File: config.mk
export PLATFORM = sky130hd
export DESIGN_NAME = dmem_arbiter
export DESIGN_NICKNAME = d
export VERILOG_FILES = /design/src/rtl/dmem_arbiter.sv
export SDC_FILE = /design/constraint.sdc
export NUM_CORES = 1
export LEC_CHECK = 0
export ABC_AREA = 1
export CAP_MARGIN = 30
export CORE_MARGIN = 4
export CORE_UTILIZATION = 40
export CTS_BUF_LIST = sky130_fd_sc_hd__clkbuf_16
export DETAILED_ROUTE_END_ITERATION = 6
export HOLD_SLACK_MARGIN = 0.05
export PLACE_DENSITY_LB_ADDON = 0.15
export SYNTH_ARGS = -nofsm -noshare
export SYNTH_HDL_FRONTEND = slang
export SYNTH_SLANG_ARGS = --single-unit
export TNS_END_PERCENT = 20
File: constraint.sdc
create_clock -name clk -period 2.1 [get_ports clk]
set_clock_uncertainty 0.1 [all_clocks]
set_input_delay 0.21 -clock clk [delete_from_list [all_inputs] [get_ports clk]]
set_output_delay 0.21 -clock clk [all_outputs]
set_load 0.01 [all_outputs]
File: src/rtl/dmem_arbiter.sv
// -----------------------------------------------------------------------------
// dmem_arbiter
//   Two-port arbiter/sequencer in front of the single-port Data_Memory.
//   Port 0 (pipeline LSU) has priority; port 1 (debug/DMA loader) is forced
//   through after STARVE_LIMIT consecutive port-0 grants while it waits.
//   Each granted byte-addressed, sized request becomes one memory access:
//   word address + byte mask + lane-aligned write data. Exactly one response
//   pulse (rvalid, with err) is returned per grant.
//
// Ports
//   clk, rst               clock, synchronous active-high reset
//   mN_req/we/size/addr/wdata   request N (hold stable until mN_gnt)
//   mN_gnt                 combinational accept, IDLE only
//   mN_rvalid/rdata/err    response pulse two cycles after grant
//   cs, wr, mask, addr, data_wr  Data_Memory pins (cs/wr active low)
//   data_rd                asynchronous read data from Data_Memory
// -----------------------------------------------------------------------------
module dmem_arbiter #(
    parameter int STARVE_LIMIT = 4
) (
    input  logic        clk,
    input  logic        rst,
    input  logic        m0_req,
    input  logic        m0_we,
    input  logic [1:0]  m0_size,
    input  logic [31:0] m0_addr,
    input  logic [31:0] m0_wdata,
    output logic        m0_gnt,
    output logic        m0_rvalid,
    output logic [31:0] m0_rdata,
    output logic        m0_err,
    input  logic        m1_req,
    input  logic        m1_we,
    input  logic [1:0]  m1_size,
    input  logic [31:0] m1_addr,
    input  logic [31:0] m1_wdata,
    output logic        m1_gnt,
    output logic        m1_rvalid,
    output logic [31:0] m1_rdata,
    output logic        m1_err,
    output logic        cs,
    output logic        wr,
    output logic [3:0]  mask,
    output logic [19:0] addr,
    output logic [31:0] data_wr,
    input  logic [31:0] data_rd
);

    localparam int CNT_W = (STARVE_LIMIT < 1) ? 1 : $clog2(STARVE_LIMIT + 1);
    localparam logic [CNT_W-1:0] CNT_MAX = CNT_W'(STARVE_LIMIT);

    typedef enum logic {
        S_IDLE,
        S_ACCESS
    } state_t;

    // Misaligned half/word or the reserved size code: granted but never reaches memory.
    function automatic logic req_err(input logic [1:0] size, input logic [1:0] off);
        case (size)
            2'b00:   req_err = 1'b0;
            2'b01:   req_err = off[0];
            2'b10:   req_err = (off != 2'b00);
            default: req_err = 1'b1;
        endcase
    endfunction

    function automatic logic [3:0] lane_mask(input logic [1:0] size, input logic [1:0] off);
        case (size)
            2'b00:   lane_mask = 4'b0001 << off;
            2'b01:   lane_mask = 4'b0011 << off;
            2'b10:   lane_mask = 4'b1111;
            default: lane_mask = 4'b0000;
        endcase
    endfunction

    // Replicating the narrow datum into every lane places it on the lane
    // selected by the offset without a shifter; the mask picks the real lane.
    function automatic logic [31:0] lane_data(input logic [1:0] size, input logic [31:0] wdata);
        case (size)
            2'b00:   lane_data = {4{wdata[7:0]}};
            2'b01:   lane_data = {2{wdata[15:0]}};
            default: lane_data = wdata;
        endcase
    endfunction

    function automatic logic [31:0] load_extract(input logic [1:0]  size,
                                                 input logic [1:0]  off,
                                                 input logic [31:0] rd);
        logic [31:0] sh;
        sh = rd >> {off, 3'b000};
        case (size)
            2'b00:   load_extract = {24'b0, sh[7:0]};
            2'b01:   load_extract = {16'b0, sh[15:0]};
            default: load_extract = sh;
        endcase
    endfunction

    state_t            state_q, state_d;
    logic [CNT_W-1:0]  starve_cnt_q, starve_cnt_d;
    logic              owner_q, owner_d;
    logic              we_q, we_d;
    logic [1:0]        size_q, size_d;
    logic [1:0]        off_q, off_d;
    logic              err_q, err_d;
    logic [3:0]        mask_q, mask_d;
    logic [19:0]       addr_q, addr_d;
    logic [31:0]       data_wr_q, data_wr_d;
    logic              rvalid0_q, rvalid0_d, rvalid1_q, rvalid1_d;
    logic              err0_q, err0_d, err1_q, err1_d;
    logic [31:0]       rdata0_q, rdata0_d, rdata1_q, rdata1_d;

    logic              sel_m1;
    logic              req_we;
    logic [1:0]        req_size;
    logic [31:0]       req_addr;
    logic [31:0]       req_wdata;
    logic [31:0]       rsp_data;
    logic              unused_addr_hi;

    assign sel_m1    = m1_req & (~m0_req | (starve_cnt_q == CNT_MAX));
    assign req_we    = sel_m1 ? m1_we    : m0_we;
    assign req_size  = sel_m1 ? m1_size  : m0_size;
    assign req_addr  = sel_m1 ? m1_addr  : m0_addr;
    assign req_wdata = sel_m1 ? m1_wdata : m0_wdata;
    assign unused_addr_hi = ^req_addr[31:22];

    always_comb begin
        state_d      = state_q;
        starve_cnt_d = starve_cnt_q;
        owner_d      = owner_q;
        we_d         = we_q;
        size_d       = size_q;
        off_d        = off_q;
        err_d        = err_q;
        mask_d       = mask_q;
        addr_d       = addr_q;
        data_wr_d    = data_wr_q;
        rvalid0_d    = 1'b0;
        rvalid1_d    = 1'b0;
        err0_d       = 1'b0;
        err1_d       = 1'b0;
        rdata0_d     = rdata0_q;
        rdata1_d     = rdata1_q;
        rsp_data     = 32'd0;

        case (state_q)
            S_IDLE: begin
                if (m0_req | m1_req) begin
                    state_d   = S_ACCESS;
                    owner_d   = sel_m1;
                    we_d      = req_we;
                    size_d    = req_size;
                    off_d     = req_addr[1:0];
                    err_d     = req_err(req_size, req_addr[1:0]);
                    mask_d    = lane_mask(req_size, req_addr[1:0]);
                    addr_d    = req_addr[21:2];
                    data_wr_d = lane_data(req_size, req_wdata);
                end
                // Any IDLE cycle without m1 waiting, or an m1 grant, ends its wait.
                if (!m1_req || sel_m1) begin
                    starve_cnt_d = '0;
                end else if (starve_cnt_q != CNT_MAX) begin
                    starve_cnt_d = starve_cnt_q + 1'b1;
                end
            end
            S_ACCESS: begin
                state_d  = S_IDLE;
                rsp_data = (err_q || we_q) ? 32'd0 : load_extract(size_q, off_q, data_rd);
                if (owner_q) begin
                    rvalid1_d = 1'b1;
                    err1_d    = err_q;
                    rdata1_d  = rsp_data;
                end else begin
                    rvalid0_d = 1'b1;
                    err0_d    = err_q;
                    rdata0_d  = rsp_data;
                end
            end
            default: state_d = S_IDLE;
        endcase
    end

    always_ff @(posedge clk) begin
        if (rst) begin
            state_q      <= S_IDLE;
            starve_cnt_q <= '0;
            owner_q      <= 1'b0;
            we_q         <= 1'b0;
            size_q       <= 2'b00;
            off_q        <= 2'b00;
            err_q        <= 1'b0;
            mask_q       <= 4'b0000;
            addr_q       <= 20'd0;
            data_wr_q    <= 32'd0;
            rvalid0_q    <= 1'b0;
            rvalid1_q    <= 1'b0;
            err0_q       <= 1'b0;
            err1_q       <= 1'b0;
            rdata0_q     <= 32'd0;
            rdata1_q     <= 32'd0;
        end else begin
            state_q      <= state_d;
            starve_cnt_q <= starve_cnt_d;
            owner_q      <= owner_d;
            we_q         <= we_d;
            size_q       <= size_d;
            off_q        <= off_d;
            err_q        <= err_d;
            mask_q       <= mask_d;
            addr_q       <= addr_d;
            data_wr_q    <= data_wr_d;
            rvalid0_q    <= rvalid0_d;
            rvalid1_q    <= rvalid1_d;
            err0_q       <= err0_d;
            err1_q       <= err1_d;
            rdata0_q     <= rdata0_d;
            rdata1_q     <= rdata1_d;
        end
    end

    // Memory pins come straight from state so a write in flight when reset
    // rises still completes on that cycle's falling edge.
    logic access_live;
    assign access_live = (state_q == S_ACCESS) && !err_q;

    assign cs      = ~access_live;
    assign wr      = ~(access_live && we_q);
    assign mask    = access_live ? mask_q : 4'b0000;
    assign addr    = addr_q;
    assign data_wr = data_wr_q;

    assign m0_gnt    = (state_q == S_IDLE) && !rst && m0_req && !sel_m1;
    assign m1_gnt    = (state_q == S_IDLE) && !rst && sel_m1;
    assign m0_rvalid = rvalid0_q;
    assign m1_rvalid = rvalid1_q;
    assign m0_err    = err0_q;
    assign m1_err    = err1_q;
    assign m0_rdata  = rdata0_q;
    assign m1_rdata  = rdata1_q;

endmodule

==> results.py <==
metrics = {
    "floorplanning": {
        "ios": 298,
        "initial_core_util": 0.4126,
        "die_width_um": 133.9,
        "die_h_um": 133.9,
        "dieArea_sq_mm": 0.01793,
        "fp.coreArea_sq_mm": 0.01537,
        "rows": 45,
    },
    "global_routing": {
        "grt_pass1_wl_um": 33970,
        "grt_use_total": 0.2377,
        "grt_max_degree": 74,
        "antenna_found_initial": 0,
        "grt_pass1_vias": 6464,
        "overflow": 0,
    },
    "yosys": {
        "syn_area_sq_mm": 0.006342,
        "ys.flop_type": "dfxtp_1",
        "yosys_warnings": 0,
        "synth_cell_types": 29,
        "synthCells": 934,
        "synth_fp_nets": 1106,
        "synth_edf_count": 0,
        "ys_ff_latch": 135,
        "seq_area_frac_synth": 0.4261,
        "synth-async-reset-ratio": 0,
        "post_synth.cell_area_avg_sq_um": 6.791,
    },
    "cells_and_area": {
        "post-route-util": 0.6538,
        "n_antenna_cell": 0,
        "design_area_sq_mm": 0.01005,
        "nets": 1371,
        "nFillCells": 1420,
        "drive_above_1_share": 0.07432,
        "area_growth_pct": 58.45,
        "instances_no_fill": 1422,
    },
    "sta": {
        "worstMarginPinSlew_ps": 594.1,
        "min_period_ps": 2065,
        "post-route-period-util": 0.9835,
        "finalSetupViolCount": 0,
        "rsz0062_at_grt": "true",
        "hold_viol_final": 0,
        "fmax_mhz": 484.2,
        "holdWs_ps": 276.5,
        "slew_viol_final": 0,
        "slew_headroom": 0.6026,
    },
    "pwr": {
        "ir_worst_vdd_v": 0.0005914,
        "cellLeakagePower_nw": 4.402,
        "powerDensity_mw_per_mm2": 775.0,
    },
    "routing": {
        "routed_via_density": 4.911,
        "vias": 6983,
        "drtIter0Drc": 416,
        "drt-pass1-iter-count": 5,
        "wl_per_cell_um": 15.39,
        "ant_nets": 0,
        "drc_errors": 0,
        "drt_wl_total_um": 21890,
    },
    "clock_tree": {
        "clk_latency_ps": 410,
        "cts_tree": "yes",
        "cts_root_buf": "clkbuf_16",
        "clkTransAtPathRegs_ps": 60,
        "cts_setup_buffers": 0,
        "cts_buffer_depth": 2,
        "htreeDepth": 4,
        "clkSinkCount": 135,
        "cts_buffers": 17,
        "holdBufCountCts": 0,
    },
    "worst_setup_path": {
        "cp-start-kind": "register",
        "crit_type": "reg -> out",
        "critPathCaptureType": "output port",
        "path_max_fanout": 11,
        "arrival_ps": 1760,
        "critPathRequiredTime_ps": 1790,
    },
    "run_status": {
        "status": "completed",
    },
    "placed_design": {
        "portBuffers": 277,
        "placed_area_sq_mm": 0.009392,
        "dpl.hpwl_um": 16410,
        "place_inst": 1391,
        "place_congestion": 0.8960,
    },
    "flow_run": {
        "cap_violations": 0,
    },
    "min_path": {
        "hold_class": "in -> reg",
    },
}
## path summary, 6_finish.rpt
kind	cells after the start	end	slack, ps	from
hold / removal	3	addr[19]$_SDFFE_PP0P_	280	m0_addr[21]
setup / recovery	8	m0_gnt	30	starve_cnt_q[0]$_SDFFE_PP0P_
setup reg to reg	13	data_wr[23]$_SDFFE_PP0P_	190	starve_cnt_q[0]$_SDFFE_PP0P_
hold reg to reg	2	data_wr[16]$_SDFFE_PP0P_	360	data_wr[16]$_SDFFE_PP0P_
## cell type report
type	instances	area, sq um	area share
clock buffer	17	425.4	0.04233
clock inverter	14	206.4	0.02054
inverter	74	277.8	0.02764
multi-input combinational	657	3067	0.3052
sequential	135	2704	0.2690
tap	211	264.0	0.02627
timing repair buffer	314	3105	0.3090
## kinds of logic after synthesis
family,after synthesis,synth area share
adder cells (fa/ha/maj),2,0.003945
AO/OA/AOI/OAI,231,0.1993
flip-flops,135,0.4261
buffers and inverters,142,0.09430
AND/OR/NAND/NOR,424,0.2764
## synth_stat cells, types with 2 or more instances
| cell type | number | area (sq um) |
|---|---|---|
| buf_4 | 9 | 67.56 |
| a21oi_1 | 105 | 525.5 |
| buf_1 | 7 | 26.28 |
| nand2_2 | 3 | 18.77 |
| ha_1 | 2 | 25.02 |
| nor2_1 | 51 | 191.4 |
| a21oi_2 | 2 | 17.52 |
| nor3_1 | 3 | 15.01 |
| nand3_2 | 2 | 20.02 |
| o21ai_0 | 80 | 400.4 |
| a31oi_1 | 8 | 50.05 |
| inv_1 | 68 | 255.2 |
| o211ai_1 | 29 | 217.7 |
| o21ai_1 | 4 | 20.02 |
| buf_2 | 19 | 95.09 |
| clkbuf_1 | 32 | 120.1 |
| nand2_1 | 272 | 1021 |
| dfxtp_1 | 135 | 2703 |
| nand3_1 | 89 | 445.4 |
| inv_2 | 5 | 18.77 |
## state kept, by name, indices dropped and copies added (netlist names), 2 cells and up
name / cells
addr: 20
data_wr: 32
m0_rdata: 32
m1_rdata: 32
mask_q: 4
off_q: 2
size_q: 2
starve_cnt_q: 3
## routing by layer
| metal | up-vias | GRT usage | part of all wire |
|---|---|---|---|
| met5 | - | 0 | 0 |
| met4 | 0 | 0.07257 | 0.020 |
| met3 | 27 | 0.06752 | 0.079 |
| met2 | 246 | 0.3953 | 0.48 |
| met1 | 3120 | 0.3000 | 0.42 |
| li1 | 3590 | - | - |
## critical path, cell delays in order (launching register included)
cell and delay (ps):
dfxtp_1 340, inv_1 70, ha_1 190, nand2_1 90
nand2_2 80, nand2_4 140, inv_2 50, nor3_1 120
clkdlybuf4s15_2 270
## cells in the final DEF (no fill, tap or decap), drive strengths merged, types with 2 or more instances in the layout
cell type / synthesis / routed
clkdlybuf4s50: 0 / 270
nand3: 91 / 91
nor2: 53 / 53
a21oi: 108 / 108
nand2: 275 / 275
ha: 2 / 2
o21ai: 84 / 84
bufinv: 0 / 5
clkbuf: 32 / 18
inv: 73 / 78
clkinv: 1 / 5
o211ai: 29 / 29
a31oi: 8 / 8
dlygate4sd2: 0 / 3
buf: 36 / 37
dfxtp: 135 / 135
dlymetal6s2s: 0 / 2
nor3: 4 / 4
## metrics by stage
step	TNS, ps	setup WS [ps]	total power, mW
floorplan	0	399.7	3.712
global placement	0	2.000	4.607
detailed placement	-27.10	-14.68	4.625
CTS	-134.6	-134.6	7.846
global route	-84.02	-68.46	8.161
finish	0	34.68	7.788
## power by group
group / internal, mW / switching, mW
Sequential: 2.76 / 0.105
Combinational: 0.855 / 0.860
Clock: 2.10 / 1.12
## what timing repair did
| action | 4_1_cts | 5_1_grt |
|---|---|---|
| endpoints found under the hold margin | 0 | 0 |
| resized for setup | 10 | 11 |
| setup endpoints to repair | 7 | 25 |
| cloned | 0 | 0 |
(Power assumes the default switching activity.)
==> variant 1, RTL diff (config.mk and constraints unchanged) <==
Set the parameter `STARVE_LIMIT` to 2 (it was 4).
--- a/src/rtl/dmem_arbiter.sv
+++ b/src/rtl/dmem_arbiter.sv
@@ -18,3 +18,3 @@
 module dmem_arbiter #(
-    parameter int STARVE_LIMIT = 4
+    parameter int STARVE_LIMIT = 2
 ) (
Formal check against the unedited RTL: not equivalent (a bounded check fails within 10 cycles, from zero or initial values and one cycle with rst high).
==> variant 1 against the unedited design <==
First-iteration DRC count increased by 38%. Die area is 5.0% lower. Area after synthesis decreased by 5.3%. Sequential cell count down 1. Wire length fell by 3.8%. Design area down 2.8%. Setup slack better by 110 ps. Total power decreased by 2.7%. Critical path type is now reg2reg. Critical endpoint is now data_wr[23].
==> variant 1: results (changes against the unedited design) <==
status complete, no violations; Critical Path Fanout Max 12 (+1); Synth area leaders dfxtp_1 45%, nand2_1 19%, o21ai_0 8.6%; Setup CP Type reg2reg; nets@finish 1,326 (-3.3%); clock buffer depth 2 (unchanged); Post-Syn Nets 1,052 (-4.9%); commonest cells in the netlist 309 x nand2_1, 134 x dfxtp_1, 103 x o21ai_0, 77 x a21oi_1, 62 x nand3_1; vias in the first global route 6,271 (-3.0%); R2R Setup Slk 140 ps (-50 ps); number of vias per cell 4.96 (+1.1%); cts repair resizes 8 (-2); synth unique cells 28 (-3.4%); routed len/inst 15.6 um (+1.2%); pin count of the biggest net entering global routing 65 (-12%); fraction of layout cells with a size suffix above 1 7.53% (+0.10 points); WHS Endpoint addr[5]; FILL cells 1,324 (-6.8%); static leakage 4.18 nW (-5.1%); first-pass GRT wire length 32.0 mm (-5.8%); final worst-path cycle share 93.1% (-5.2 points); Slew HR 58.3% (-2.0 points); GRT Util Overall 24.1% (+0.29 points); Fin Hold WS 303 ps (+26.2 ps); sequential area share after synthesis 44.7% (+2.1 points); Peak VDD IR 570 uV (-3.5%); RD Place Congestion 0.836 (-6.7%); 1st-iter DRT viols 572 (+38%); Detail Placement HPWL 15.7 mm (-4.1%); crit path DAT 2210 ps (+450 ps); Setup Fix Bufs, Post-CTS 2 (+2); Setup crit end data_wr[23]; hold path start m0_addr[7]; R2R cell count 14 (+1)
-- variant 1: cell type report --
class / instances / area share (%)
clock buffer: 17 / 4.35
clock inverter: 15 / 1.91
inverter: 40 / 1.59
multi-input combinational: 651 / 30.4
sequential: 134 / 27.5
tap: 184 / 2.36
timing repair buffer: 311 / 32.0
-- variant 1: power breakdown --
| group | switching, W | internal (W) |
|---|---|---|
| Clock | 0.00111 | 0.00197 |
| Sequential | 0.000105 | 0.00274 |
| Combinational | 0.000813 | 0.000838 |
-- variant 1: worst max-delay path: stages (launching register included) --
cell	delay, ps
dfxtp_1	290
inv_1	80
ha_1	150
inv_1	40
nand2_1	120
nand2_4	80
buf_6	160
nand2_1	70
o21ai_2	80
buf_12	150
nor2_4	250
inv_2	120
nand2_1	80
nand2_1	50
nand2_1	60
-- variant 1: per-stage QoR --
step | area (um2) | setup WS (ps) | instances | setup TNS [ps]
floorplan | 6010 | 389 | 881 | 0
global placement | 9100 | -3.20 | 1318 | -4.64
detailed placement | 9100 | -61.9 | 1318 | -557
CTS | 9730 | -38.8 | 1352 | -38.8
global route | 9770 | 2.18 | 1352 | 0
finish | 9770 | 145 | 1352 | 0
-- variant 1: logic make-up after synthesis --
kind of cell,Yosys count,synth area share [%]
flip-flops,134,44.7
adder cells (fa/ha/maj),1,0.208
AO/OA/AOI/OAI,218,19.4
AND/OR/NAND/NOR,432,29.1
buffers and inverters,96,6.58
-- variant 1: layer usage --
metal / GRT usage, % / vias up / routed length [um]
li1: - / 3435 / -
met1: 28.4 / 2971 / 8590
met5: 0 / - / 0
met4: 8.59 / 0 / 487
met3: 8.37 / 34 / 1980
met2: 40.5 / 270 / 10000
==> variant 2, RTL diff (config.mk and constraints unchanged) <==
Without the edit above. Reset style: asynchronous (`rst`), changed in one clocked block. Comments in the files are not updated.
--- a/src/rtl/dmem_arbiter.sv
+++ b/src/rtl/dmem_arbiter.sv
@@ -182,3 +182,3 @@
 
-    always_ff @(posedge clk) begin
+    always_ff @(posedge clk or posedge rst) begin
         if (rst) begin
Function: differs if rst is asserted again (counterexample within 4 cycles, from zero or initial values and one cycle with rst high); with rst held inactive, the same outputs for 4 cycles.
==> variant 2 against the unedited design <==
Via count fell by 1.3%. Area after synthesis grew 4.7%. Global-route usage increased by 0.95 points. Sequential cell count is the same. Setup slack better by 46 ps. Total power grew 14%. Register-to-register slack got worse by 60 ps. Combinational power is 68% higher. Design area increased by 4.3%. Highest routed layer unchanged. Sequential power up 16%. Wire length increased by 6.6%. Critical path type unchanged.
==> variant 2: results (changes against the unedited design) <==
routed len/inst 16.5 um (+7.1%); Synth area leaders dfrtp_1 51%, nand2_1 24%, nor2_1 5.3%; fraction of synthesized cell area in xor and xnor cells 0.132% (+0.13 points); syn_area_per_cell 7.40 um2 (+9.0%); number of vias per cell 4.87 (-0.93%); mux cell area share after synthesis 1.21% (+1.2 points); Critical Path Fanout Max 5 (-6); Post-Syn Nets 1,069 (-3.3%); final-layout non-clock buffer area share 30.7% (-0.19 points); full die area 18,700 um2 (+4.4%); met3 GRT Util 6.95% (+0.20 points); leading cell category by total area flip-flops and latches; nets@finish 1,361 (-0.73%); dpl cells 1,382 (-0.65%); metal3 WL 2.01 mm (+16%); Top FF cell, synth dfrtp_1; FILL cells 1,401 (-1.3%); status complete, no violations; complex-gate fraction of the synthesized area 8.44% (-11 points); hold path start m1_addr[2]; RD Place Congestion 0.852 (-4.9%); Storage cell area 3380 um2 (+25%); pre-CTS setup slack -62.0 ps (-47.3 ps); Non-clk bufs 319 (+1.6%); crit path DAT 1710 ps (-50 ps); first-pass GRT wire length 35.5 mm (+4.4%); Clk. pwr 0.00270 W (-16%); asr flop ratio synth 100% (+100 points); Peak VDD IR 661 uV (+12%); area occupied by multi-input gates 2950 um2 (-3.8%); grt met1 use 30.8% (+0.80 points); Slew @ Worst Pin 760 ps (+166 ps); GR Layer Usage met2 41.6% (+2.1 points); vias in the first global route 6,754 (+4.5%); commonest cells in the netlist 424 x nand2_1, 135 x dfrtp_1, 93 x nor2_1, 46 x a21oi_1, 46 x nand3_1; Max stage delay cell, worst path clkdlybuf4s50_1; synth unique cells 30 (+3.4%); Reg-to-Reg Start starve_cnt_q[0]; ClkCell Share 4.96% (-1.3 points); inverter count 35 (-53%); fraction of layout cells with a size suffix above 1 7.58% (+0.15 points); 1st-iter DRT viols 443 (+6.5%); Largest stage delay, worst path 530 ps (+190 ps); met2 wire len 11.6 mm (+10%)
-- variant 2: cell types whose count changed in the layout (fill, tap and decap cells not counted), moves of 11 or more --
| cell | change |
|---|---|
| o21ai_1 | +11 |
| dfrtp_1 | +134 |
| nand3_1 | -44 |
| nand2_1 | +155 |
| nor2_1 | +42 |
| inv_1 | -42 |
| a21oi_1 | -59 |
| o211ai_1 | -20 |
| o21ai_0 | -63 |
| dfxtp_1 | -134 |
-- variant 2: final timing paths --
kind	end	slack, ps	cells past startpoint
max reg2reg	err_q	130	12
max in group asynchronous	m1_rdata[30]	1130	4
min reg2reg	m0_rdata[24]	370	2
max	wr	80	4
min	addr[0]	240	3
min in group asynchronous	m0_rdata[19]	320	4
-- variant 2: timing repair --
item	in CTS	in global routing
endpoints found under the setup margin	16	45
setup buffers	0	2
gates cloned	0	2
resized for setup	12	21
endpoints found under the hold margin	0	0
pin swaps	0	1
